==> src/rtl/bus_arbiter.sv <==
`default_nettype none
// ============================================================================
// Module      : bus_arbiter
// Description : Arbitrates the core's instruction-fetch and data ports onto
//               one shared bus. A pending data access wins over a pending
//               fetch. Each returned word is held in a capture register, and
//               a stall is raised while any request is still outstanding.
// Options     : ARB_TIMEOUT_EN - when defined, an access with no ack for
//               TIMEOUT cycles ends with data 0 and a one-cycle bus_err_o
//               pulse. When undefined, the arbiter waits for ack forever.
// Revision    : 1.0 - initial release
// ============================================================================
module bus_arbiter #(
    parameter int TIMEOUT = 255
) (
    input  logic        clk,
    input  logic        rst,
    input  logic        rom_ce_i,
    input  logic [31:0] rom_addr_i,
    output logic [31:0] rom_data_o,
    input  logic        ram_ce_i,
    input  logic        ram_we_i,
    input  logic [3:0]  ram_sel_i,
    input  logic [31:0] ram_addr_i,
    input  logic [31:0] ram_data_i,
    output logic [31:0] ram_data_o,
    output logic        stallreq_o,
    output logic        bus_req_o,
    output logic        bus_we_o,
    output logic [3:0]  bus_sel_o,
    output logic [31:0] bus_addr_o,
    output logic [31:0] bus_wdata_o,
    input  logic [31:0] bus_rdata_i,
    input  logic        bus_ack_i,
    output logic        bus_err_o
);

    localparam logic [1:0] c_IDLE = 2'd0;
    localparam logic [1:0] c_DATA = 2'd1;
    localparam logic [1:0] c_INST = 2'd2;

    logic [1:0]  r_state;
    logic [1:0]  w_next;
    logic        r_dvalid;
    logic        r_ivalid;
    logic [31:0] r_rom_data;
    logic [31:0] r_ram_data;
    logic        w_stall;
    logic        w_timeout;
    logic        w_done;

    // A valid flag set means that request has been served for this pipeline step
    assign w_stall = (ram_ce_i & ~r_dvalid) | (rom_ce_i & ~r_ivalid);
    // A bus access ends on ack, or on timeout when timeout support is built in
    assign w_done  = (r_state != c_IDLE) && (bus_ack_i || w_timeout);

`ifdef ARB_TIMEOUT_EN
    localparam int                 c_CNT_W = (TIMEOUT < 2) ? 1 : $clog2(TIMEOUT + 1);
    localparam logic [c_CNT_W-1:0] c_LIMIT = c_CNT_W'(TIMEOUT - 1);

    logic [c_CNT_W-1:0] r_cnt;
    logic               r_err;

    // Count the cycles spent waiting for ack. The count restarts from zero on every access.
    always_ff @(posedge clk) begin
        if (rst) begin
            r_cnt <= '0;
        end else if (r_state == c_IDLE || bus_ack_i || w_timeout) begin
            r_cnt <= '0;
        end else begin
            r_cnt <= r_cnt + 1'b1;
        end
    end

    assign w_timeout = (r_state != c_IDLE) && !bus_ack_i && (r_cnt == c_LIMIT);

    // Error pulse lasts one cycle and lines up with the return to IDLE
    always_ff @(posedge clk) begin
        if (rst) begin
            r_err <= 1'b0;
        end else begin
            r_err <= w_timeout;
        end
    end

    assign bus_err_o = r_err;
`else
    logic w_unused_timeout;

    assign w_timeout        = 1'b0;
    assign bus_err_o        = 1'b0;
    assign w_unused_timeout = ^TIMEOUT;
`endif

    // State register
    always_ff @(posedge clk) begin
        if (rst) begin
            r_state <= c_IDLE;
        end else begin
            r_state <= w_next;
        end
    end

    // Next-state logic: a data access wins over a fetch; a busy state holds until the access ends
    always_comb begin
        w_next = r_state;
        case (r_state)
            c_IDLE: begin
                if (ram_ce_i && !r_dvalid) begin
                    w_next = c_DATA;
                end else if (rom_ce_i && !r_ivalid) begin
                    w_next = c_INST;
                end
            end
            c_DATA, c_INST: begin
                if (w_done) begin
                    w_next = c_IDLE;
                end
            end
            default: w_next = c_IDLE;
        endcase
    end

    // Bus outputs are decoded from the state alone. They are zero in IDLE.
    always_comb begin
        bus_req_o   = 1'b0;
        bus_we_o    = 1'b0;
        bus_sel_o   = 4'b0000;
        bus_addr_o  = 32'h0;
        bus_wdata_o = 32'h0;
        case (r_state)
            c_DATA: begin
                bus_req_o   = 1'b1;
                bus_we_o    = ram_we_i;
                bus_sel_o   = ram_sel_i;
                bus_addr_o  = ram_addr_i;
                bus_wdata_o = ram_data_i;
            end
            c_INST: begin
                bus_req_o   = 1'b1;
                bus_sel_o   = 4'b1111;
                bus_addr_o  = rom_addr_i;
            end
            default: ;
        endcase
    end

    // Capture returned words and track per-port completion. A capture takes priority over the advance-clear.
    always_ff @(posedge clk) begin
        if (rst) begin
            r_dvalid   <= 1'b0;
            r_ivalid   <= 1'b0;
            r_rom_data <= 32'h0;
            r_ram_data <= 32'h0;
        end else begin
            if (!w_stall) begin
                r_dvalid <= 1'b0;
                r_ivalid <= 1'b0;
            end
            if (r_state == c_DATA && w_done) begin
                r_dvalid <= 1'b1;
                if (w_timeout) begin
                    r_ram_data <= 32'h0;
                end else if (!ram_we_i) begin
                    r_ram_data <= bus_rdata_i;
                end
            end
            if (r_state == c_INST && w_done) begin
                r_ivalid   <= 1'b1;
                r_rom_data <= w_timeout ? 32'h0 : bus_rdata_i;
            end
        end
    end

    assign stallreq_o = w_stall;
    assign rom_data_o = r_rom_data;
    assign ram_data_o = r_ram_data;

endmodule
`default_nettype wire

==> config.mk <==
export PLATFORM = sky130hd
export DESIGN_NAME = bus_arbiter
export DESIGN_NICKNAME = d
export VERILOG_FILES = /design/src/rtl/bus_arbiter.sv
export SDC_FILE = /design/constraint.sdc
export NUM_CORES = 1
export LEC_CHECK = 0
export ABC_AREA = 1
export BUFFER_PORTS_ARGS = -buffer_cell sky130_fd_sc_hd__clkbuf_2
export CAP_MARGIN = 20
export CORE_AREA = 2 2 106 108
export DETAILED_ROUTE_END_ITERATION = 10
export DIE_AREA = 0 0 108 110
export PLACE_DENSITY = 0.63
export REMOVE_ABC_BUFFERS = 1
export SYNTH_ARGS = -nofsm -noshare
export SYNTH_HDL_FRONTEND = slang
export SYNTH_SLANG_ARGS = --single-unit
==> constraint.sdc <==
create_clock -name clk -period 1.8 [get_ports clk]
set_input_delay 0.18 -clock clk [delete_from_list [all_inputs] [get_ports clk]]
set_output_delay 0.18 -clock clk [all_outputs]
set_load 0.05 [all_outputs]
# --- Word level (Yosys, flattened, before mapping) ---
# Index checks and enable logic that the tools add are counted.
classes:
  n_addsub: 0
  multipliers: 0
  n_div: 0
  n_lt_le_gt_ge: 0
  eq_ne: 6
  shift: 0
  mux: 12
  n_bitwise: 6
  reduce_logical: 12
ops:
  columns: ["op", "n"]
  rows:
  - ["$pmux 32 s2", 1]
  - ["$mux 32", 1]
  - ["$pmux 4 s2", 1]
  - ["$mux 2", 3]
  - ["$ne 2x1->1 const B", 3]
  - ["$logic_and 1x1->1", 5]
  - ["$mux 1", 5]
  - ["$pmux 2 s2", 1]
  - ["$reduce_and 2->1", 2]
  - ["$ne 3x3->1 const B", 1]
  - ["$not 1->1", 3]
  - ["$and 1x1->1", 2]
  - ["$eq 2x1->1 const B", 1]
  - ["$eq 2x2->1 const B", 1]
  - ["$logic_not 1->1", 2]
  - ["$logic_not 2->1", 1]
  - ["$reduce_bool 2->1", 1]
  - ["$reduce_or 2->1", 1]
  - ["$or 1x1->1", 1]
totals:
  regBits: 68
  latch_bits: 0
  ram_bits: 0
  mem_bits_ro: 0
  input_bits: 138
  out_inout_bits: 136
  mem_count: 0

# --- Depth between registers and ports, before layout ---
depth:
  depth_word: 5
  depth_mapped: 8

# --- Worst setup path after synthesis ---
# OpenSTA, ideal clock, no wires.
synth_timing:
  path_type: "reg2out"
  start: "register r_state[0]"
  end: "output port bus_addr_o[0]"
  arrival_time_ns: 2.262
  required_ns: 1.620
  path_slack_ns: -0.642
  stages_incl_launch_ff: 7
  cell_sequence: "dfxtp_1 > inv_1 > ha_1 > inv_1 > clkbuf_1 > buf_1 > a21oi_1"
synth_via:
  elab_chain_len: 2
  word_cells_on_any_way: 3
  cone_classes: "2 x eq/ne; 1 x mux"
synth_lines:
  columns: ["item", "line", "source"]
  rows:
  - ["from (decl)", "42", "logic [1:0] r_state;"]
  - ["from (signal assigned)", "98", "r_state <= c_IDLE;"]
  - ["from (signal assigned)", "100", "r_state <= w_next;"]
  - ["$eq 2x2->1 / $eq 2x1->1 (equally long branches)", "131", "case (r_state)"]
  - ["$pmux 32 s2 (*)", "131", null]
  - ["to (decl)", "31", "output logic [31:0] bus_addr_o,"]
# Mark *: on every way between the ends. The rest lies on a longest branch, timed or not.

# --- Final worst setup path ---
layout_timing:
  start: "register r_state[1]"
  end: "output port bus_addr_o[17]"
# The elaborated chain is that of the path after synthesis.

==> impl_metrics.yaml <==
outcome:
  status: "finished, violations left"
  violations: "negative setup slack"
synth:
  avgSynthCellArea_sq_um: 6.46
  synth_area_leaders: "dfxtp_1, nand2_1, a21oi_1"
  synth_top_area_share_pct: 41.7
  synth_top_area_cell: "dfxtp_1"
  synthCells: 505
  yosysSeqAreaShare_pct: 41.7
  synth-seq-cells: 68
  yosys_warnings: 0
  synthesis.area_sq_mm: 0.00326
  ys_types: 17
die:
  io-pin-count: 274
  initial_core_util_pct: 30.5
  die_y_um: 110
  core-area_sq_mm: 0.0107
  rows: 38
  dieArea_sq_mm: 0.0119
  fp.dieW_um: 108
grt:
  met2_usage_pct: 41.8
  antenna_found_initial: 0
  use_met3_pct: 7.52
  grt_max_degree: 36
  grt_util_met1_pct: 25.1
  grt_pass1_vias: 4363
  gr-usage-all-layers_pct: 23.4
  grt_busiest_layer: "met2"
  grt_overflow: 0
  grt_pass1_wl_um: 21600
routing:
  viasPerCell: 5.00
  final_antenna_net_count: 0
  drc: 0
  vias: 4667
  firstDrtPassIters: 5
  drt-initial-drc-count: 273
  drt_wl_total_um: 17400
  post_drt_wl_per_cell_um: 18.6
run:
  maxCapViolCount: 0
cells_and_area:
  regArea_sq_mm: 0.00137
  fin_nets: 929
  fillCellCount: 900
  syn_to_final_growth_pct: 101
  drive_gt1_share_pct: 54.4
  multi_input_area_sq_mm: 0.00209
placement:
  port_buffers: 272
  dp_slack_ns: 0.0583
  dpl.hpwl_um: 10400
  routabilityCongestion: 0.929
setup_path:
  cp-end-kind: "output pin"
  critPathKind: "flip-flop to output pin"
  r2r_end: "ram_data_o[23]"
  arrival_ns: 1.70
  cp.required_ns: 1.62
  reg2reg_from: "r_state[1]"
  worst-r2r-cell-count: 8
  r2r_setup_slack_ns: 0.13
  endpoint: "bus_addr_o[17]"
  crit_path_start_kind: "flip-flop"
  worstSetupStartpoint: "r_state[1]"
  path_max_fanout: 9
clock_network:
  ctsRootBufferMaster: "clkbuf_8"
  tritoncts: "built"
  cts_buffers: 9
  cts_max_path_buffers: 2
  cts_htree_levels: 3
  path_clk_slew_ns: 0.08
  insertion_delay_ns: 0.35
  clock_sinks: 68
sta:
  worst_slack_ns: -0.0802
  slew_viol_final: 0
  hold_viol: 0
  setup_violations: 49
  finalClockSkew_ns: 0.00626
  min_period_over_period_pct: 104
  rsz0062_at_grt: "true"
  layout_min_cycle_time_ns: 1.88
  fmax_mhz: 532
pwr:
  power.leakage_uw: 0.00312
  irDropWorstVdd_uv: 1060
  p_total_uw: 9700
  p_per_area_mw_per_mm2: 1480
worst_hold_path:
  min_path_type: "primary input to flip-flop"
## power breakdown
part	leakage, uW	switching, uW	internal [uW]
Clock	0.000113	601	818
Combinational	0.00246	4050	2530
Sequential	0.000550	83.2	1620
Total	0.00312	4740	4970
## critical path, stage by stage (launching register included)
cell and delay [ns]:
dfxtp_4 0.39, inv_4 0.06, ha_4 0.31, inv_8 0.07, buf_12 0.16, a21oi_2 0.18, buf_8 0.18
## cells in the mapped netlist, drive strengths merged
cell type and number:
clkbuf 20, nor2 65, o21ai 34, buf 19, nand3b 1, nand2 143
conb 1, ha 4, nand3 35, inv 43, dfxtp 68, a21oi 72
## layout make-up
cell class / instances / area share, %
Sequential cell: 68 / 20.9
Timing Repair Buffer: 310 / 38.4
Tap cell: 140 / 2.67
Clock inverter: 6 / 1.32
Multi-Input combinational cell: 355 / 31.9
Antenna cell: 1 / 0.0382
Clock buffer: 10 / 2.10
Inverter: 43 / 2.69
## registers in the layout (all words and copies together) (netlist names)
| name | count |
|---|---|
| r_dvalid | 1 |
| r_state | 2 |
| r_ivalid | 1 |
| rom_data_o | 32 |
| ram_data_o | 32 |
## logic make-up after synthesis
group,count (synthesis),synth area share [%]
flip-flops,68,41.7
other,1,0.115
AND/OR/NAND/NOR,244,29.9
AO/OA/AOI/OAI,106,16.3
adder cells (fa/ha/maj),4,1.53
buffers and inverters,82,10.5
## stage by stage
| step | util (%) | TNS, ns | cell area, sq um | std cells | hold slack, ns |
|---|---|---|---|---|---|
| floorplan | - | -120.93 | 3080 | 466 | 0.249 |
| global placement | 44.9 | 0 | 4810 | 894 | 0.449 |
| detailed placement | 44.9 | 0 | 4810 | 894 | 0.454 |
| CTS | 54.2 | -1.88 | 5800 | 916 | 0.0784 |
| global route | 61.3 | -3.26 | 6550 | 932 | 0.0931 |
| finish | 61.3 | -1.41 | 6560 | 933 | 0.0945 |
## how the worst min path moves through the flow
| stage | start | endpoint | cells past startpoint |
|---|---|---|---|
| floorplan | rst | r_dvalid | 1 |
| global placement | rom_data_o[29] | rom_data_o[29] | 2 |
| detailed placement | rom_data_o[2] | rom_data_o[2] | 2 |
| CTS | bus_rdata_i[15] | rom_data_o[15] | 3 |
| global route | bus_rdata_i[11] | rom_data_o[11] | 3 |
| finish | bus_rdata_i[15] | rom_data_o[15] | 3 |
## per-layer routing
metal	up-vias	routed length (um)	share of wire, %
li1	2151	-	-
met1	2126	5990	34
met2	296	8590	49
met3	94	1660	9.5
met4	0	1130	6.5
met5	-	0	0
## cells in the final DEF (no fill, tap or decap), types with 10 or more instances in the layout
master and instances:
clkbuf_8 10, nor2_1 64, nand2_1 98, inv_2 14, a21oi_1 36, a21oi_4 24, o21ai_0 34, nand3_1 35
dfxtp_1 66, buf_8 53, clkbuf_2 203, buf_4 30, inv_1 26, nand2_2 31, nand2_4 14, a21oi_2 12
## what timing repair did
item / 4_1_cts / 5_1_grt
endpoints found under the hold margin: 0 / 0
pin swaps: 7 / 35
setup endpoints to repair: 69 / 69
gates resized for setup: 158 / 212
gates cloned: 3 / 10
setup buffers: 4 / 7
hold buffers: 0 / 0
(Power assumes the default switching activity.)
